### src/rtl/stack_unit.sv
// Parametrised hardware stack with registered top-of-stack, a pop-data strobe,
// full/empty status and sticky overflow/underflow flags.
module stack_unit #(
    parameter int DATA_W = 8,
    parameter int DEPTH  = 8,
    parameter int SP_W   = $clog2(DEPTH + 1)
) (
    input  logic              clk,
    input  logic              rst_n,
    input  logic              push,
    input  logic              pop,
    input  logic              ld_sp,
    input  logic [SP_W-1:0]   sp_in,
    input  logic [DATA_W-1:0] din,
    input  logic              clr_err,
    output logic [DATA_W-1:0] pop_data,
    output logic              pop_valid,
    output logic [DATA_W-1:0] top,
    output logic [SP_W-1:0]   sp,
    output logic              full,
    output logic              empty,
    output logic              ovf,
    output logic              udf
);

    localparam int AW = $clog2(DEPTH);
    localparam logic [SP_W-1:0] DEPTH_SP = SP_W'(DEPTH);

    logic [DATA_W-1:0] mem [DEPTH];

    logic [SP_W-1:0]   sp_q, sp_d, ldSp;
    logic [DATA_W-1:0] top_q, top_d;
    logic [DATA_W-1:0] pop_data_q, pop_data_d;
    logic              pop_valid_q, pop_valid_d;
    logic              ovf_q, ovf_d;
    logic              udf_q, udf_d;
    logic              memWe;
    logic [AW-1:0]     memWAddr;

    assign full  = (sp_q == DEPTH_SP);
    assign empty = (sp_q == '0);

    always_comb begin
        sp_d        = sp_q;
        top_d       = top_q;
        pop_data_d  = pop_data_q;
        pop_valid_d = 1'b0;
        ovf_d       = ovf_q;
        udf_d       = udf_q;
        memWe       = 1'b0;
        memWAddr    = AW'(sp_q);
        ldSp        = (sp_in > DEPTH_SP) ? DEPTH_SP : sp_in;

        // Clear first so that an error event later in this cycle takes precedence.
        if (clr_err) begin
            ovf_d = 1'b0;
            udf_d = 1'b0;
        end

        if (ld_sp) begin
            sp_d = ldSp;
            if (sp_in > DEPTH_SP) begin
                ovf_d = 1'b1;
            end
            top_d = (ldSp == '0) ? '0 : mem[AW'(ldSp - SP_W'(1))];
        end else if (push && pop && !empty) begin
            memWe       = 1'b1;
            memWAddr    = AW'(sp_q - SP_W'(1));
            pop_data_d  = top_q;
            pop_valid_d = 1'b1;
            top_d       = din;
        end else if (push) begin
            if (!full) begin
                memWe = 1'b1;
                sp_d  = sp_q + SP_W'(1);
                top_d = din;
            end else begin
                ovf_d = 1'b1;
            end
        end else if (pop) begin
            if (!empty) begin
                pop_data_d  = mem[AW'(sp_q - SP_W'(1))];
                pop_valid_d = 1'b1;
                sp_d        = sp_q - SP_W'(1);
                top_d       = (sp_q == SP_W'(1)) ? '0 : mem[AW'(sp_q - SP_W'(2))];
            end else begin
                udf_d = 1'b1;
            end
        end
    end

    // Storage is deliberately not reset.
    always_ff @(posedge clk) begin
        if (memWe) begin
            mem[memWAddr] <= din;
        end
    end

    always_ff @(posedge clk or negedge rst_n) begin
        if (!rst_n) begin
            sp_q        <= '0;
            top_q       <= '0;
            pop_data_q  <= '0;
            pop_valid_q <= 1'b0;
            ovf_q       <= 1'b0;
            udf_q       <= 1'b0;
        end else begin
            sp_q        <= sp_d;
            top_q       <= top_d;
            pop_data_q  <= pop_data_d;
            pop_valid_q <= pop_valid_d;
            ovf_q       <= ovf_d;
            udf_q       <= udf_d;
        end
    end

    assign sp        = sp_q;
    assign top       = top_q;
    assign pop_data  = pop_data_q;
    assign pop_valid = pop_valid_q;
    assign ovf       = ovf_q;
    assign udf       = udf_q;

endmodule
### config.mk
export PLATFORM = sky130hd
export DESIGN_NAME = stack_unit
export DESIGN_NICKNAME = d
export VERILOG_FILES = /design/src/rtl/stack_unit.sv
export SDC_FILE = /design/constraint.sdc
export NUM_CORES = 1
export LEC_CHECK = 0
export CORE_MARGIN = 2
export CORE_UTILIZATION = 35
export CTS_BUF_LIST = sky130_fd_sc_hd__clkbuf_8
export DETAILED_ROUTE_END_ITERATION = 8
export DONT_BUFFER_PORTS = 1
export GPL_ROUTABILITY_DRIVEN = 0
export PLACE_DENSITY = 0.57
export RECOVER_POWER = 25
export SLEW_MARGIN = 20
export SYNTH_ARGS = -nofsm -noshare
export SYNTH_HDL_FRONTEND = slang
export SYNTH_SLANG_ARGS = --single-unit
### constraint.sdc
create_clock -name clk -period 3.1 [get_ports clk]
set_input_delay 0.62 -clock clk [delete_from_list [all_inputs] [get_ports clk]]
set_output_delay 0.62 -clock clk [all_outputs]
set_load 0.02 [all_outputs]
==> out/metrics.cfg <==
[run_status]
status = completed

[clock_tree]
cts_root_buf = clkbuf_8
path_clk_slew_ns = 0.09
post_cts_resized = 0
cts_setup_buffers = 0
cts_hold_buf = 1
clock_latency_ns = 0.38
cts_buffer_depth = 2
cts_buffers = 9
cts_tree = yes
cts.sinks = 87
htreeDepth = 3

[global_route]
grt_usage_pct = 20.30
grt_pass1_vias = 4082
grt_pass1_wl_um = 24690
grt_max_degree = 59
antenna_found_initial = 0
grt_overflow = 0

[sta]
slew_violations = 0
post-route-period-util_pct = 84.50
maxSlewHeadroom_pct = 5.666
fmax_mhz = 381.8
worst_slew_pin_slew_ns = 1.415
hold_violations = 0
fin_worst_skew_ns = 0.01058
fin_crit_ns = 2.619
finalSetupTns_ns = 0
setup_violations = 0
rsz0062_at_grt = no
holdWs_ns = 0.3151

[hold_path]
hold_end = sp[3]$_DFFE_PN0P_
min_path_cells = 1
hp-class = in2reg
hold_path.startpoint = ld_sp

[finish]
drive_gt1_share_pct = 18.53
n_antenna_cell = 0
finalNonFillerCells = 686
fin_nets = 496
synthToLayoutAreaGrowth_pct = 8.192
finalInstanceArea_mm2 = 0.005982

[synth]
ys_dominant_reg_cell = edfxtp_1
synth_seq_cells = 87
synth_cell_types = 57
synth.yosys.seq_area_share_pct = 45.17
syn_avg_cell_area_um2 = 11.74
synth_top_area_share_pct = 34.76
synthCells = 471
ys_top_cells_by_area = edfxtp_1 35%, mux2i_1 12%, dfrtp_1 10%
ys_async_sr_fraction_pct = 26.44
synth_nets = 497
synth_top_area_cell = edfxtp_1
synth_edf_count = 64
syn-cell-area_mm2 = 0.005529
yosysWarnings = 0

[critical_path]
cp-end-kind = register
path_buf_inv = 2
regToRegStartpoint = sp[0]$_DFFE_PN0P_
r2r_cells = 8
crit_family = simple AND/OR/NAND/NOR gates
critPathMaxFanout = 8
crit_type = reg2reg
worst_path_max_delay_cell = and2_1
r2r_setup_slack_ns = 0.48
crit_chain = inv_1 -> ha_1 -> or3b_4 -> inv_4 -> nor2_4 -> nand3_2 -> xnor2_1 -> and2_1
arrival_ns = 2.63
critPathRequiredTime_ns = 3.11
crit_path_start = sp[0]$_DFFE_PN0P_
reg2reg_to = mem[2][0]$_DFFE_PP_
critPathMaxStageDelay_ns = 0.63
critPathLaunchType = register

[route]
wirelength_um = 16670
drc_errors = 0
initialDrtViolationCount = 641
ant_nets = 0
via_count = 4106
routedWlPerCell_um = 24.30
dr.pass1.iters = 5
via_per_inst = 5.985

[floorplanning]
fp.dieW_um = 129.7
rows = 45
die_height_um = 129.7
dieArea_mm2 = 0.01682
io_pins = 43
placeableCoreArea_mm2 = 0.01531
start_util_pct = 36.10

[place]
placed_cell_area_mm2 = 0.005739
io_buffers = 0
place_inst = 669
hpwl_um = 11220

[power_and_ir_drop]
p_leak_nw = 2.181
powerDensity_mw_per_mm2 = 669.4
peakVddDrop_v = 0.0002267

[flow_run]
cap_violations = 0

## worst max path at each step
stage	end	slack, ns	depth (start not counted)
global placement	mem[2][3]$_DFFE_PP_	0.44	5
detailed placement	mem[2][3]$_DFFE_PP_	0.46	5
floorplan	mem[3][0]$_DFFE_PP_	0.06	10
global route	mem[2][0]$_DFFE_PP_	0.38	8
CTS	mem[2][0]$_DFFE_PP_	0.51	8
finish	mem[2][0]$_DFFE_PP_	0.48	8
## cells in the mapped netlist, types with 7 or more instances
cell / n
a21oi_1: 10
nand3_1: 16
o21ai_2: 8
o21ai_0: 20
mux2i_1: 66
a32oi_1: 13
nand2_1: 39
mux2_2: 10
o22ai_1: 11
buf_2: 15
mux4_2: 16
inv_1: 11
dfrtp_1: 23
o211ai_1: 8
buf_6: 9
edfxtp_1: 64
nor2_1: 21
a22oi_1: 16
ha_1: 8
buf_4: 7
## cells by family after synthesis
group,Yosys count,share of synthesized area [%]
AO/OA/AOI/OAI,120,15.86
flip-flops,87,45.17
multiplexers,92,20.50
buffers and inverters,51,5.567
adder cells (fa/ha/maj),8,1.810
XOR/XNOR,8,2.082
AND/OR/NAND/NOR,105,9.007
## per-stage QoR
step                      worst slack [ns]  util [%]  power [mW]
final                               0.4805     39.06       4.004
after global placement              0.4403     37.48       3.017
after global routing                0.3837     39.06       4.177
after CTS                           0.5142     39.17       4.013
after detailed placement            0.4586     37.48       3.042
after floorplan                    0.06456         -       2.684
## power by group
group	switching, mW	internal (mW)	leakage, nW
Clock	0.432	0.532	0.126
Combinational	0.843	0.598	1.19
Sequential	0.214	1.38	0.860
## final cells by class
type	count	area, um^2
timing repair buffer	27	198.9
sequential	87	2499
multi-input combinational	333	2734
clock buffer	9	123.9
tap	211	264.0
inverter	12	47.55
clock inverter	7	115.1
fill	1489	9333
## flip-flops by register name, indices dropped and copies added, names as in the netlist
register   cells
sp             4
pop_data       8
pop_valid      1
mem           64
ovf            1
top            8
udf            1
## layout by cell type, fill, tap and decap left out, types with 16 or more instances in the layout
master	n
mux2i_1	66
edfxtp_1	64
nand2_1	39
buf_4	26
dfrtp_1	22
nor2_1	21
o21ai_0	20
nand3_1	16
a22oi_1	16
mux4_2	16
## metal layers
layer / part of all wire, % / routed length (um) / vias to the layer above / GRT usage (%)
li1: - / - / 1821 / -
met1: 40 / 6648 / 2015 / 25.41
met2: 47 / 7894 / 219 / 32.83
met3: 9.1 / 1525 / 51 / 4.583
met4: 3.6 / 601 / 0 / 10.63
met5: 0 / 0 / - / 0
Power figures use the tool's default switching activity.
